**config.mk**
```make
export PLATFORM = sky130hd
export DESIGN_NAME = ps2_key_fifo
export DESIGN_NICKNAME = d
export VERILOG_FILES = /design/src/rtl/ps2_key_fifo.sv
export SDC_FILE = /design/constraint.sdc
export NUM_CORES = 1
export LEC_CHECK = 0
export ABC_AREA = 1
export CAP_MARGIN = 0
export CELL_PAD_IN_SITES_DETAIL_PLACEMENT = 0
export CELL_PAD_IN_SITES_GLOBAL_PLACEMENT = 1
export CORE_MARGIN = 1
export CORE_UTILIZATION = 45
export DETAILED_ROUTE_END_ITERATION = 6
export PLACE_DENSITY_LB_ADDON = 0.1
export SYNTH_ARGS = -nofsm -noshare
export SYNTH_HDL_FRONTEND = slang
export SYNTH_SLANG_ARGS = --single-unit
```
**constraint.sdc**
```tcl
create_clock -name clk -period 3.7 [get_ports clk]
set_input_delay 0.925 -clock clk [delete_from_list [all_inputs] [get_ports clk]]
set_output_delay 0.925 -clock clk [all_outputs]
set_load 0.005 [all_outputs]
```
**src/rtl/ps2_key_fifo.sv**
```systemverilog
// rtl/ps2_key_fifo.sv - PS/2 keyboard frame receiver that queues hex-key nibbles in a FWFT FIFO.
// Optional odd-parity rejection is enabled by defining PS2_PARITY_CHECK_EN.
module ps2_key_fifo #(
    parameter int DEPTH       = 8,
    parameter int TIMEOUT_CYC = 50000
) (
    input  logic       clk,
    input  logic       rst,
    input  logic       ps2_clk,
    input  logic       ps2_data,
    input  logic       rd_en,
    output logic [3:0] key_data,
    output logic       key_valid,
    output logic       full,
    output logic [4:0] count,
    output logic       overflow,
    output logic       frame_err
);

    localparam int AW = (DEPTH > 1) ? $clog2(DEPTH) : 1;
    localparam int TW = $clog2(TIMEOUT_CYC + 1);

    typedef enum logic [1:0] {
        S_IDLE,
        S_DATA,
        S_PARITY,
        S_STOP
    } state_t;

    state_t          r_state;
    state_t          w_next_state;
    logic            r_clk_s1, r_clk_s2, r_clk_prev;
    logic            r_dat_s1, r_dat_s2;
    logic [7:0]      r_shift;
    logic [2:0]      r_bit_cnt;
    logic            r_parity;
    logic [TW-1:0]   r_to_cnt;
    logic            r_break;
    logic [3:0]      r_mem [DEPTH];
    logic [AW-1:0]   r_wr_ptr, r_rd_ptr;
    logic [4:0]      r_count;
    logic            r_overflow;
    logic            r_frame_err;

    logic            w_fall;
    logic            w_timeout;
    logic            w_frame_done;
    logic            w_frame_bad;
    logic            w_parity_ok;
    logic [4:0]      w_map;
    logic            w_push_req;
    logic            w_push;
    logic            w_pop;
    logic            w_full;
    logic            w_valid;

    function automatic logic [4:0] map_code(input logic [7:0] b);
        case (b)
            8'h45: map_code = 5'h10;
            8'h16: map_code = 5'h11;
            8'h1E: map_code = 5'h12;
            8'h26: map_code = 5'h13;
            8'h25: map_code = 5'h14;
            8'h2E: map_code = 5'h15;
            8'h36: map_code = 5'h16;
            8'h3D: map_code = 5'h17;
            8'h3E: map_code = 5'h18;
            8'h46: map_code = 5'h19;
            8'h1C: map_code = 5'h1A;
            8'h32: map_code = 5'h1B;
            8'h21: map_code = 5'h1C;
            8'h23: map_code = 5'h1D;
            8'h24: map_code = 5'h1E;
            8'h2B: map_code = 5'h1F;
            default: map_code = 5'h00;
        endcase
    endfunction

    // Synchronizers idle high so reset release never looks like a falling edge
    always_ff @(posedge clk) begin
        if (rst) begin
            r_clk_s1   <= 1'b1;
            r_clk_s2   <= 1'b1;
            r_clk_prev <= 1'b1;
            r_dat_s1   <= 1'b1;
            r_dat_s2   <= 1'b1;
        end else begin
            r_clk_s1   <= ps2_clk;
            r_clk_s2   <= r_clk_s1;
            r_clk_prev <= r_clk_s2;
            r_dat_s1   <= ps2_data;
            r_dat_s2   <= r_dat_s1;
        end
    end

    assign w_fall = r_clk_prev & ~r_clk_s2;

`ifdef PS2_PARITY_CHECK_EN
    assign w_parity_ok = ^{r_shift, r_parity};
`else
    // Parity bit is still captured; it simply never vetoes a frame
    assign w_parity_ok = r_parity | 1'b1;
`endif

    always_comb begin
        w_next_state = r_state;
        w_timeout    = 1'b0;
        w_frame_done = 1'b0;
        w_frame_bad  = 1'b0;
        if (r_state != S_IDLE && !w_fall && r_to_cnt == TW'(TIMEOUT_CYC - 1)) begin
            w_timeout    = 1'b1;
            w_next_state = S_IDLE;
        end else if (w_fall) begin
            case (r_state)
                S_IDLE:   if (!r_dat_s2) w_next_state = S_DATA;
                S_DATA:   if (r_bit_cnt == 3'd7) w_next_state = S_PARITY;
                S_PARITY: w_next_state = S_STOP;
                S_STOP: begin
                    w_next_state = S_IDLE;
                    if (r_dat_s2 && w_parity_ok) w_frame_done = 1'b1;
                    else                         w_frame_bad  = 1'b1;
                end
                default:  w_next_state = S_IDLE;
            endcase
        end
    end

    always_ff @(posedge clk) begin
        if (rst) begin
            r_state     <= S_IDLE;
            r_shift     <= 8'h00;
            r_bit_cnt   <= 3'd0;
            r_parity    <= 1'b0;
            r_to_cnt    <= '0;
            r_break     <= 1'b0;
            r_frame_err <= 1'b0;
        end else begin
            r_state     <= w_next_state;
            r_frame_err <= w_timeout | w_frame_bad;
            if (r_state == S_IDLE || w_fall) r_to_cnt <= '0;
            else                             r_to_cnt <= r_to_cnt + 1'b1;
            if (w_timeout) begin
                r_shift   <= 8'h00;
                r_bit_cnt <= 3'd0;
            end else if (w_fall) begin
                case (r_state)
                    S_IDLE: begin
                        r_shift   <= 8'h00;
                        r_bit_cnt <= 3'd0;
                    end
                    S_DATA: begin
                        r_shift   <= {r_dat_s2, r_shift[7:1]};
                        r_bit_cnt <= r_bit_cnt + 3'd1;
                    end
                    S_PARITY: r_parity <= r_dat_s2;
                    default: ;
                endcase
            end
            if (w_frame_done) begin
                if (r_shift == 8'hF0)                 r_break <= 1'b1;
                else if (r_shift != 8'hE0 && r_break) r_break <= 1'b0;
            end
        end
    end

    assign w_map      = map_code(r_shift);
    assign w_push_req = w_frame_done && r_shift != 8'hF0 && r_shift != 8'hE0
                        && !r_break && w_map[4];
    assign w_valid    = r_count != 5'd0;
    assign w_full     = r_count == 5'(DEPTH);
    assign w_pop      = rd_en & w_valid;
    assign w_push     = w_push_req & (~w_full | w_pop);

    always_ff @(posedge clk) begin
        if (w_push) r_mem[r_wr_ptr] <= w_map[3:0];
    end

    always_ff @(posedge clk) begin
        if (rst) begin
            r_wr_ptr   <= '0;
            r_rd_ptr   <= '0;
            r_count    <= 5'd0;
            r_overflow <= 1'b0;
        end else begin
            if (w_push) r_wr_ptr <= r_wr_ptr + AW'(1);
            if (w_pop)  r_rd_ptr <= r_rd_ptr + AW'(1);
            case ({w_push, w_pop})
                2'b10:   r_count <= r_count + 5'd1;
                2'b01:   r_count <= r_count - 5'd1;
                default: r_count <= r_count;
            endcase
            if (w_push_req && w_full && !w_pop) r_overflow <= 1'b1;
        end
    end

    assign key_valid = w_valid;
    assign key_data  = w_valid ? r_mem[r_rd_ptr] : 4'h0;
    assign full      = w_full;
    assign count     = r_count;
    assign overflow  = r_overflow;
    assign frame_err = r_frame_err;

endmodule

```
==> results.py <==
metrics = {
    "clock_tree": {
        "hold_buffers": 0,
        "clk_pin_slew_ns": 0.08,
        "htreeDepth": 3,
        "numCtsBuffers": 9,
        "post_cts_resized": 0,
        "cts-root-buf": "clkbuf_8",
        "postCtsSetupBuffers": 0,
        "cts.path.max_buffers": 2,
        "cts_tree": "yes",
        "worstSkewPairLatency_ns": 0.35,
        "clkSinkCount": 83,
    },
    "global_route": {
        "grt_antenna_before_repair": 0,
        "grt_pass1_wl_um": 12500,
        "first_global_vias": 2766,
        "grt_use_total_pct": 18.2,
        "grt_max_degree": 17,
        "overflow": 0,
    },
    "die": {
        "rows": 33,
        "io-pin-count": 18,
        "fp.dieH_um": 95.5,
        "start_util_pct": 47.1,
        "die_w_um": 95.5,
        "dieArea_sq_um": 9120,
        "core-area_sq_um": 8340,
    },
    "timing": {
        "fin_tns_setup_ns": 0,
        "maxSlewViolCount": 0,
        "fmax_mhz": 327,
        "rsz0062_at_grt": "false",
        "skew_ns": 0.00997,
        "setup_viol": 0,
        "fin_hold_ws_ns": 0.411,
        "max_slew_margin_pct": 21.1,
        "hold_viol": 0,
        "finalCriticalPeriod_ns": 3.05,
        "period_share_pct": 82.5,
        "worst_pin_slew_ns": 1.17,
    },
    "worst_setup_path": {
        "rrSetupSlack_ns": 1.04,
        "worstReg2RegStart": "count[0]$_SDFFE_PP0P_",
        "crit_arrival_ns": 2.13,
        "cp_max_fo": 16,
        "r2r_cells": 14,
        "critPathKind": "reg -> out",
        "start_kind": "flop",
        "cp-end-kind": "output pin",
        "critPathRequiredTime_ns": 2.77,
        "rr_endpoint": "count[4]$_SDFFE_PP0P_",
    },
    "cells_and_area": {
        "n_antenna_cell": 0,
        "instances_no_fill": 601,
        "drive_above_1_share_pct": 10.3,
        "nets": 509,
        "synthToLayoutAreaGrowth_pct": 12.1,
        "layout_common_cells": "nand2_1, nor2_1, inv_1, dfxtp_1, a21oi_1",
        "layout_commonest_cell": "nand2_1",
    },
    "worst_hold_path": {
        "min_from": "r_dat_s1$_SDFF_PP1_",
        "hold_class": "reg -> reg",
        "whs_path_depth": 1,
        "holdPathEnd": "r_dat_s2$_SDFF_PP1_",
    },
    "logic_synthesis": {
        "synth_edf_count": 32,
        "postSynthAreaPerCell_sq_um": 8.37,
        "syn_area_sq_um": 3930,
        "async_flop_share_pct": 0,
        "ys_ff_latch": 83,
        "syn_inst": 470,
        "ys_seq_area_share_pct": 50.4,
        "synth_nets": 488,
        "synthDistinctLibCells": 36,
        "yosysWarnings": 0,
        "synth_ff_type": "dfxtp_1",
    },
    "power_and_ir_drop": {
        "p_int_uw": 1570,
        "p_per_area_nw_per_um2": 517,
        "ir_worst_vdd_mv": 0.218,
        "switching_share_pct": 31.3,
        "switchingPower_uw": 715,
        "combinationalPowerShare_pct": 27.1,
        "power_frac_seq_pct": 45.4,
        "p_leak_uw": 0.00172,
        "clkPwrFrac_pct": 27.5,
    },
    "routing": {
        "drc": 0,
        "dr.pass1.iters": 4,
        "routed_wl_um": 7570,
        "first_iter_violations": 117,
        "final_antenna_net_count": 0,
        "post_drt_wl_per_cell_um": 12.6,
        "vias": 2999,
        "via_per_inst": 4.99,
    },
    "job": {
        "drv_cap": 0,
    },
    "place": {
        "place_congestion": 0.852,
        "post-dp-hpwl_um": 5490,
        "portBuffers": 17,
        "dp_cells": 585,
    },
    "status": {
        "outcome": "finished, final reports clean",
    },
}
power by group through the flow:
stage                     clock network [uW]  logic (uW)  registers (uW)
after global placement                     0         612            1060
after global routing                     685         704            1040
after detailed placement                   0         619            1060
after floorplan                            0         409            1030
after CTS                                652         621            1040
final                                    627         617            1040
Yosys cell counts, types with 2 or more instances:
cell type	count	area share, %
o21ai_1	2	0.25
o22ai_1	5	0.80
nand2_2	3	0.48
ha_1	12	3.8
nand2_4	6	1.7
o21a_1	2	0.38
clkbuf_1	7	0.67
nor2_1	62	5.9
o21ai_0	31	3.9
nor4_1	4	0.64
inv_2	5	0.48
nor2_2	7	1.1
a21oi_1	37	4.7
nand2_1	86	8.2
edfxtp_1	32	24
or2_2	5	0.80
buf_2	2	0.25
nor2_8	2	1.0
nand4_1	6	0.95
inv_1	57	5.4
nand3_1	18	2.3
a31oi_1	4	0.64
nor3_1	12	1.5
dfxtp_1	51	26
area by class of cell:
class | instances | area (sq um)
multi-input cells | 315 | 1670
inverters | 62 | 233
well taps | 105 | 131
fillers | 787 | 3930
repair buffers | 20 | 193
clock buffers | 13 | 174
clock inverters | 3 | 21.3
flip-flops and latches | 83 | 1980
cell families after synthesis:
kind of cell | count (synthesis) | share of synthesized area [%]
AO/OA/AOI/OAI | 83 | 11.2
flip-flops | 83 | 50.4
XOR/XNOR | 2 | 0.446
buffers and inverters | 72 | 7.03
adder cells (fa/ha/maj) | 13 | 4.33
AND/OR/NAND/NOR | 217 | 26.6
layer usage:
| layer | GRT usage, % | part of all wire, % |
|---|---|---|
| met2 | 29.8 | 47 |
| met5 | 0 | 0 |
| met3 | 3.59 | 2.3 |
| met1 | 23.5 | 49 |
| met4 | 7.46 | 1.4 |
stage by stage:
step | worst slack [ns] | power [uW] | utilization (%) | area, sq um
floorplan | 1.33 | 1440 | - | 3930
global placement | 0.686 | 1670 | 50.5 | 4210
detailed placement | 0.616 | 1680 | 50.5 | 4210
CTS | 0.617 | 2310 | 52.9 | 4410
global route | 0.463 | 2430 | 52.9 | 4410
finish | 0.646 | 2280 | 52.9 | 4410
worst max path at each step:
stage,from,endpoint,slack (ns),depth (start not counted)
floorplan,rd_en,count[4]$_SDFFE_PP0P_,1.33,10
global placement,rd_en,count[4]$_SDFFE_PP0P_,0.69,11
detailed placement,rd_en,count[4]$_SDFFE_PP0P_,0.62,14
CTS,flop,key_data[0],0.62,6
global route,flop,key_data[3],0.46,6
finish,flop,key_data[0],0.65,6
flip-flops by register name, summed over array words and instances (netlist names), named ones only:
name        flops
r_shift         8
r_break         1
r_bit_cnt       3
count           5
r_clk_s1        1
r_dat_s1        1
r_to_cnt       16
overflow        1
r_wr_ptr        3
frame_err       1
r_dat_s2        1
r_clk_s2        1
r_state         2
r_mem          32
r_rd_ptr        3
r_clk_prev      1
critical path, cell delays in order, from the launching register on:
cell	delay, ns
dfxtp_1	0.35
inv_1	0.33
o21ai_0	0.14
o22ai_1	0.14
o21ai_0	0.10
a31oi_1	0.20
clkdlybuf4s50_1	0.53
Power figures use the tool's default switching activity.
